===== src/rtl/bit_iterator.sv =====
// bit_iterator: loads a word and emits its set bits one per handshake, as a
// one-hot vector plus binary index, lowest bit first or highest bit first.
module bit_iterator #(
  parameter int WORD_WIDTH   = 8,
  parameter bit SENIOR_FIRST = 1'b0,
  localparam int INDEX_WIDTH = $clog2(WORD_WIDTH)
) (
  input  logic                   clk_i,
  input  logic                   rst_n_i,
  input  logic                   load_valid_i,
  output logic                   load_ready_o,
  input  logic [WORD_WIDTH-1:0]  data_i,
  input  logic                   flush_i,
  output logic                   out_valid_o,
  input  logic                   out_ready_i,
  output logic [WORD_WIDTH-1:0]  onehot_o,
  output logic [INDEX_WIDTH-1:0] index_o,
  output logic                   last_o,
  output logic [INDEX_WIDTH:0]   count_o,
  output logic                   zero_o
);

  localparam logic [WORD_WIDTH-1:0]  WORD_ONE = WORD_WIDTH'(1);
  localparam logic [INDEX_WIDTH:0]   CNT_ONE  = (INDEX_WIDTH + 1)'(1);

  typedef enum logic {
    IDLE = 1'b0,
    RUN  = 1'b1
  } state_e;

  state_e                 state_q, state_d;
  logic [WORD_WIDTH-1:0]  rem_q, rem_d;
  logic [INDEX_WIDTH:0]   cnt_q, cnt_d;
  logic                   zero_q, zero_d;

  logic [WORD_WIDTH-1:0]  pick;
  logic [INDEX_WIDTH-1:0] pick_idx;
  logic                   single;
  logic                   run;
  logic                   handshake;
  logic                   load_acc;
  logic                   ready;

  // Isolate the bit to serve next: the lowest set bit, or the highest one
  // when SENIOR_FIRST is set. The scan overwrites on every hit, so the scan
  // direction decides which set bit survives.
  function automatic logic [WORD_WIDTH-1:0] screen(input logic [WORD_WIDTH-1:0] v);
    logic [WORD_WIDTH-1:0] r;
    r = '0;
    if (SENIOR_FIRST) begin
      for (int i = 0; i < WORD_WIDTH; i++) begin
        if (v[i]) begin
          r    = '0;
          r[i] = 1'b1;
        end
      end
    end else begin
      for (int i = WORD_WIDTH - 1; i >= 0; i--) begin
        if (v[i]) begin
          r    = '0;
          r[i] = 1'b1;
        end
      end
    end
    return r;
  endfunction

  // Binary position of a one-hot vector (0 for an all-zero vector).
  function automatic logic [INDEX_WIDTH-1:0] encode(input logic [WORD_WIDTH-1:0] oh);
    logic [INDEX_WIDTH-1:0] idx;
    idx = '0;
    for (int i = 0; i < WORD_WIDTH; i++) begin
      if (oh[i]) begin
        idx = idx | INDEX_WIDTH'(i);
      end
    end
    return idx;
  endfunction

  // True when exactly one bit of v is set.
  function automatic logic is_single(input logic [WORD_WIDTH-1:0] v);
    return (v != '0) && ((v & (v - WORD_ONE)) == '0);
  endfunction

  assign pick     = screen(rem_q);
  assign pick_idx = encode(pick);
  assign single   = is_single(rem_q);

  // Handshake/load qualifiers and the output view of the current bit.
  // load_ready_o depends combinationally on out_ready_i so a new word can be
  // taken in the same cycle the final bit of the old word is consumed.
  always_comb begin
    run          = (state_q == RUN);
    handshake    = run && out_ready_i;
    ready        = !run || (single && out_ready_i && !flush_i);
    load_acc     = load_valid_i && ready;
    load_ready_o = ready;
    out_valid_o  = run;
    onehot_o     = run ? pick : '0;
    index_o      = run ? pick_idx : '0;
    last_o       = run && single;
    count_o      = cnt_q;
    zero_o       = zero_q;
  end

  // Next-state logic: flush wins over everything in RUN; otherwise consume
  // the current bit on handshake, then accept a new word if one is offered.
  always_comb begin
    state_d = state_q;
    rem_d   = rem_q;
    cnt_d   = cnt_q;
    zero_d  = 1'b0;

    if (run && flush_i) begin
      state_d = IDLE;
      rem_d   = '0;
      cnt_d   = '0;
    end else begin
      if (handshake) begin
        rem_d = rem_q & ~pick;
        cnt_d = cnt_q + CNT_ONE;
        if (single) begin
          state_d = IDLE;
        end
      end
      // A load is only accepted in IDLE or on the final handshake, so the
      // remaining register is empty by now and can simply be replaced.
      if (load_acc) begin
        cnt_d = '0;
        if (data_i == '0) begin
          state_d = IDLE;
          rem_d   = '0;
          zero_d  = 1'b1;
        end else begin
          state_d = RUN;
          rem_d   = data_i;
        end
      end
    end
  end

  // State registers with synchronous active-low reset.
  always_ff @(posedge clk_i) begin
    if (!rst_n_i) begin
      state_q <= IDLE;
      rem_q   <= '0;
      cnt_q   <= '0;
      zero_q  <= 1'b0;
    end else begin
      state_q <= state_d;
      rem_q   <= rem_d;
      cnt_q   <= cnt_d;
      zero_q  <= zero_d;
    end
  end

endmodule

===== config.mk =====
export PLATFORM = sky130hd
export DESIGN_NAME = bit_iterator
export DESIGN_NICKNAME = d
export VERILOG_FILES = /design/src/rtl/bit_iterator.sv
export SDC_FILE = /design/constraint.sdc
export NUM_CORES = 1
export LEC_CHECK = 0
export ABC_AREA = 1
export BUFFER_PORTS_ARGS = -buffer_cell sky130_fd_sc_hd__buf_2
export CORE_MARGIN = 4
export CORE_UTILIZATION = 50
export CTS_CLUSTER_DIAMETER = 100
export DETAILED_ROUTE_END_ITERATION = 16
export PLACE_DENSITY = 0.78
export SLEW_MARGIN = 0
export SYNTH_ARGS = -nofsm -noshare
export SYNTH_HDL_FRONTEND = slang
export SYNTH_SLANG_ARGS = --single-unit
export TNS_END_PERCENT = 20

===== constraint.sdc =====
create_clock -name clk_i -period 1.9 [get_ports clk_i]
set_input_delay 0.19 -clock clk_i [delete_from_list [all_inputs] [get_ports clk_i]]
set_output_delay 0.19 -clock clk_i [all_outputs]
set_load 0.01 [all_outputs]

==> metrics <==
status finished, final reports clean; P&R area growth vs syn 21.16%; clk_lat worst skew 0.29 ns; 1st-iter DRT viols 22; Setup CP Type register to output port; Final nets 213; DR pass1 iterations 4; RSZ-0062 raised after global routing false; Critical-path top delay cell dfxtp_2; DRC 0; share of cells above drive strength 1 0.2576; Die Area 2820 um2; Finished Layout Cells 225; register bit total from synthesis 14; minimum clock period 1.785 ns; final hold vios 0; Clock Tree Buf Depth 2; I/O Pins 32; WP data arrival 1.60 ns; worst relative slew slack 0.7778; crit path cell chain nor2_4, nand2_4, nor2_2, nor2_1, nor2_4, nand4_2, nand2_4, buf_2; share of flip-flops with an asynchronous set or reset 0; Pwr Density 710.5 nW/um2; Post-DRT Antenna Nets 0; Fill cells 209; Leak 0.0006539 uW; Yosys cell types 26; first-pass GRT wire length 4098 um; clk root buf clkbuf_4; pin count of the biggest net entering global routing 18; Buf/Inv on CP 1; Yosys Warn Count 0; area of the core 1942 um2; crit end category output port; initial antenna violation count 0; clk_skew 0.007135 ns; Buffers on Ports 31; clock slew seen by the registers of the worst setup and hold paths 0.08 ns; final setup fails 0; Most used DFF post-synth dfxtp_1; # rows 16; Max stage delay on crit path 0.37 ns; Synth Net Count 178; Post-Syn Area 1017 um2; post-synth top area cell dfxtp_1; maxcap violations 0; worst min path class input pin to register; hpwl dp 2039 um; CP required 1.71 ns; vias in the first global route 984; Initial Utilization 0.5238; CP delay by family, top simple AND/OR/NAND/NOR gates; Vias 1120; Synth top area share 0.2755; die height 53.11 um; number of synthesized flops with an enable pin 0; placed insts 219; Num CTS Buffers 3; CTS tree yes; top-count cell post-synth nand2_1; Final Slew Violations 0; antenna cell count 0; Clock Sink Count 14; Post-Syn Instances 164; maximum clock frequency 0.5601 GHz; gpl congestion 0.8762; internal reg-to-reg setup slack 0.24 ns; sequential-to-total area share from yosys stat 0.2755; drt total wl 2657 um; syn avg cell area 6.203 um2; per-cell routed wire length 11.81 um; DR vias/cell 4.978; GRT Util Overall 0.1989; Worst-Margin Slew 0.3329 ns; type of origin of the critical path register; Hold Buf Count CTS 0; total gr overflow 0; Final Cycle Share 0.9397; H-tree Lvls 1; largest cells by area after synthesis dfxtp_1 28%, nand2_1 16%, nand3_1 13%, inv_1 8.5%, nor2_1 7.0%; worst vdd ir 0.0005530 V; Critical Path Fanout Max 6; Synth top cells by count 43 x nand2_1, 26 x nand3_1, 23 x inv_1, 19 x nor2_1, 14 x dfxtp_1; setup TNS 0 ns; Die X 53.11 um
cell type report:
class                           instances  area [um2]  area share
Tap cell                               27       33.78     0.02741
Inverter                               25       93.84     0.07614
Timing Repair Buffer                   34       177.7      0.1442
Clock buffer                            4       36.28     0.02944
Sequential cell                        14       282.8      0.2294
Multi-Input combinational cell        121       608.1      0.4934
stage by stage:
step / setup slack (ns) / total power, uW / util / cell area [um2] / hold WS, ns
floorplan: 0.2953 / 575.2 / - / 1017 / 0.3564
global placement: 0.2565 / 637.3 / 0.6057 / 1176 / 0.4928
detailed placement: 0.1938 / 647.9 / 0.6057 / 1176 / 0.4965
CTS: 0.04211 / 865.2 / 0.6244 / 1212 / 0.2004
global route: 0.001818 / 929.0 / 0.6347 / 1232 / 0.2146
finish: 0.1147 / 875.6 / 0.6347 / 1232 / 0.1877
where the power goes:
part | leakage, uW | total, uW | internal [uW] | switching (uW)
sequential | 0.000115 | 353 | 315 | 38.1
clock | 0.0000210 | 220 | 117 | 104
combinational | 0.000518 | 302 | 110 | 192
cells by family (layout without fill, tap and decap cells):
kind of cell             Yosys count  in the layout  synth area share
AO/OA/AOI/OAI                     14             14           0.07750
AND/OR/NAND/NOR                  103            103            0.4797
flip-flops                        14             14            0.2755
adder cells (fa/ha/maj)            1              1           0.01230
buffers and inverters             29             63            0.1291
XOR/XNOR                           3              3           0.02583
placed cells by master, fill, tap and decap left out, drive strengths merged:
cell,n
nand2,46
buf,34
nand3,27
inv,24
nor2,22
dfxtp,14
a21oi,11
nand4,4
clkbuf,4
nor3,3
xor2,3
a41oi,1
a31oi,1
clkinv,1
nor4,1
o21ai,1
ha,1
sequential cells by signal, indices dropped and copies added (netlist names):
register and flops:
count_o 4, out_valid_o 1, rem_q 8, zero_o 1
routing by layer:
metal	global-route usage	up-vias	share of wire
li1	-	596	-
met1	0.2449	485	0.44
met2	0.3120	33	0.47
met3	0.04507	6	0.064
met4	0.1191	0	0.024
met5	0	-	0
timing repair:
| item | 4_1_cts | 5_1_grt |
|---|---|---|
| setup endpoints to repair | 0 | 3 |
| resized for setup | 0 | 3 |
| buffers inserted | 0 | 2 |
worst paths after layout:
| check | startpoint | endpoint | cells after the start |
|---|---|---|---|
| setup / recovery | rem_q[1]$_SDFFE_PP0P_ | load_ready_o | 8 |
| hold / removal | data_i[0] | rem_q[0]$_SDFFE_PP0P_ | 3 |
| setup reg to reg | rem_q[2]$_SDFFE_PP0P_ | count_o[1]$_SDFFE_PP0P_ | 10 |
| hold reg to reg | count_o[1]$_SDFFE_PP0P_ | count_o[1]$_SDFFE_PP0P_ | 2 |
worst reg2reg max path, delay by kind of cell, from the launching register on:
| kind | cells | cell delay [ns] |
|---|---|---|
| AOI/OAI and AO/OA | 1 | 0.13 |
| and+or+nand+nor | 8 | 0.94 |
| DFF | 1 | 0.43 |
| buffers and inverters | 1 | 0.13 |
Note: power is estimated with default switching activity, not from simulation.
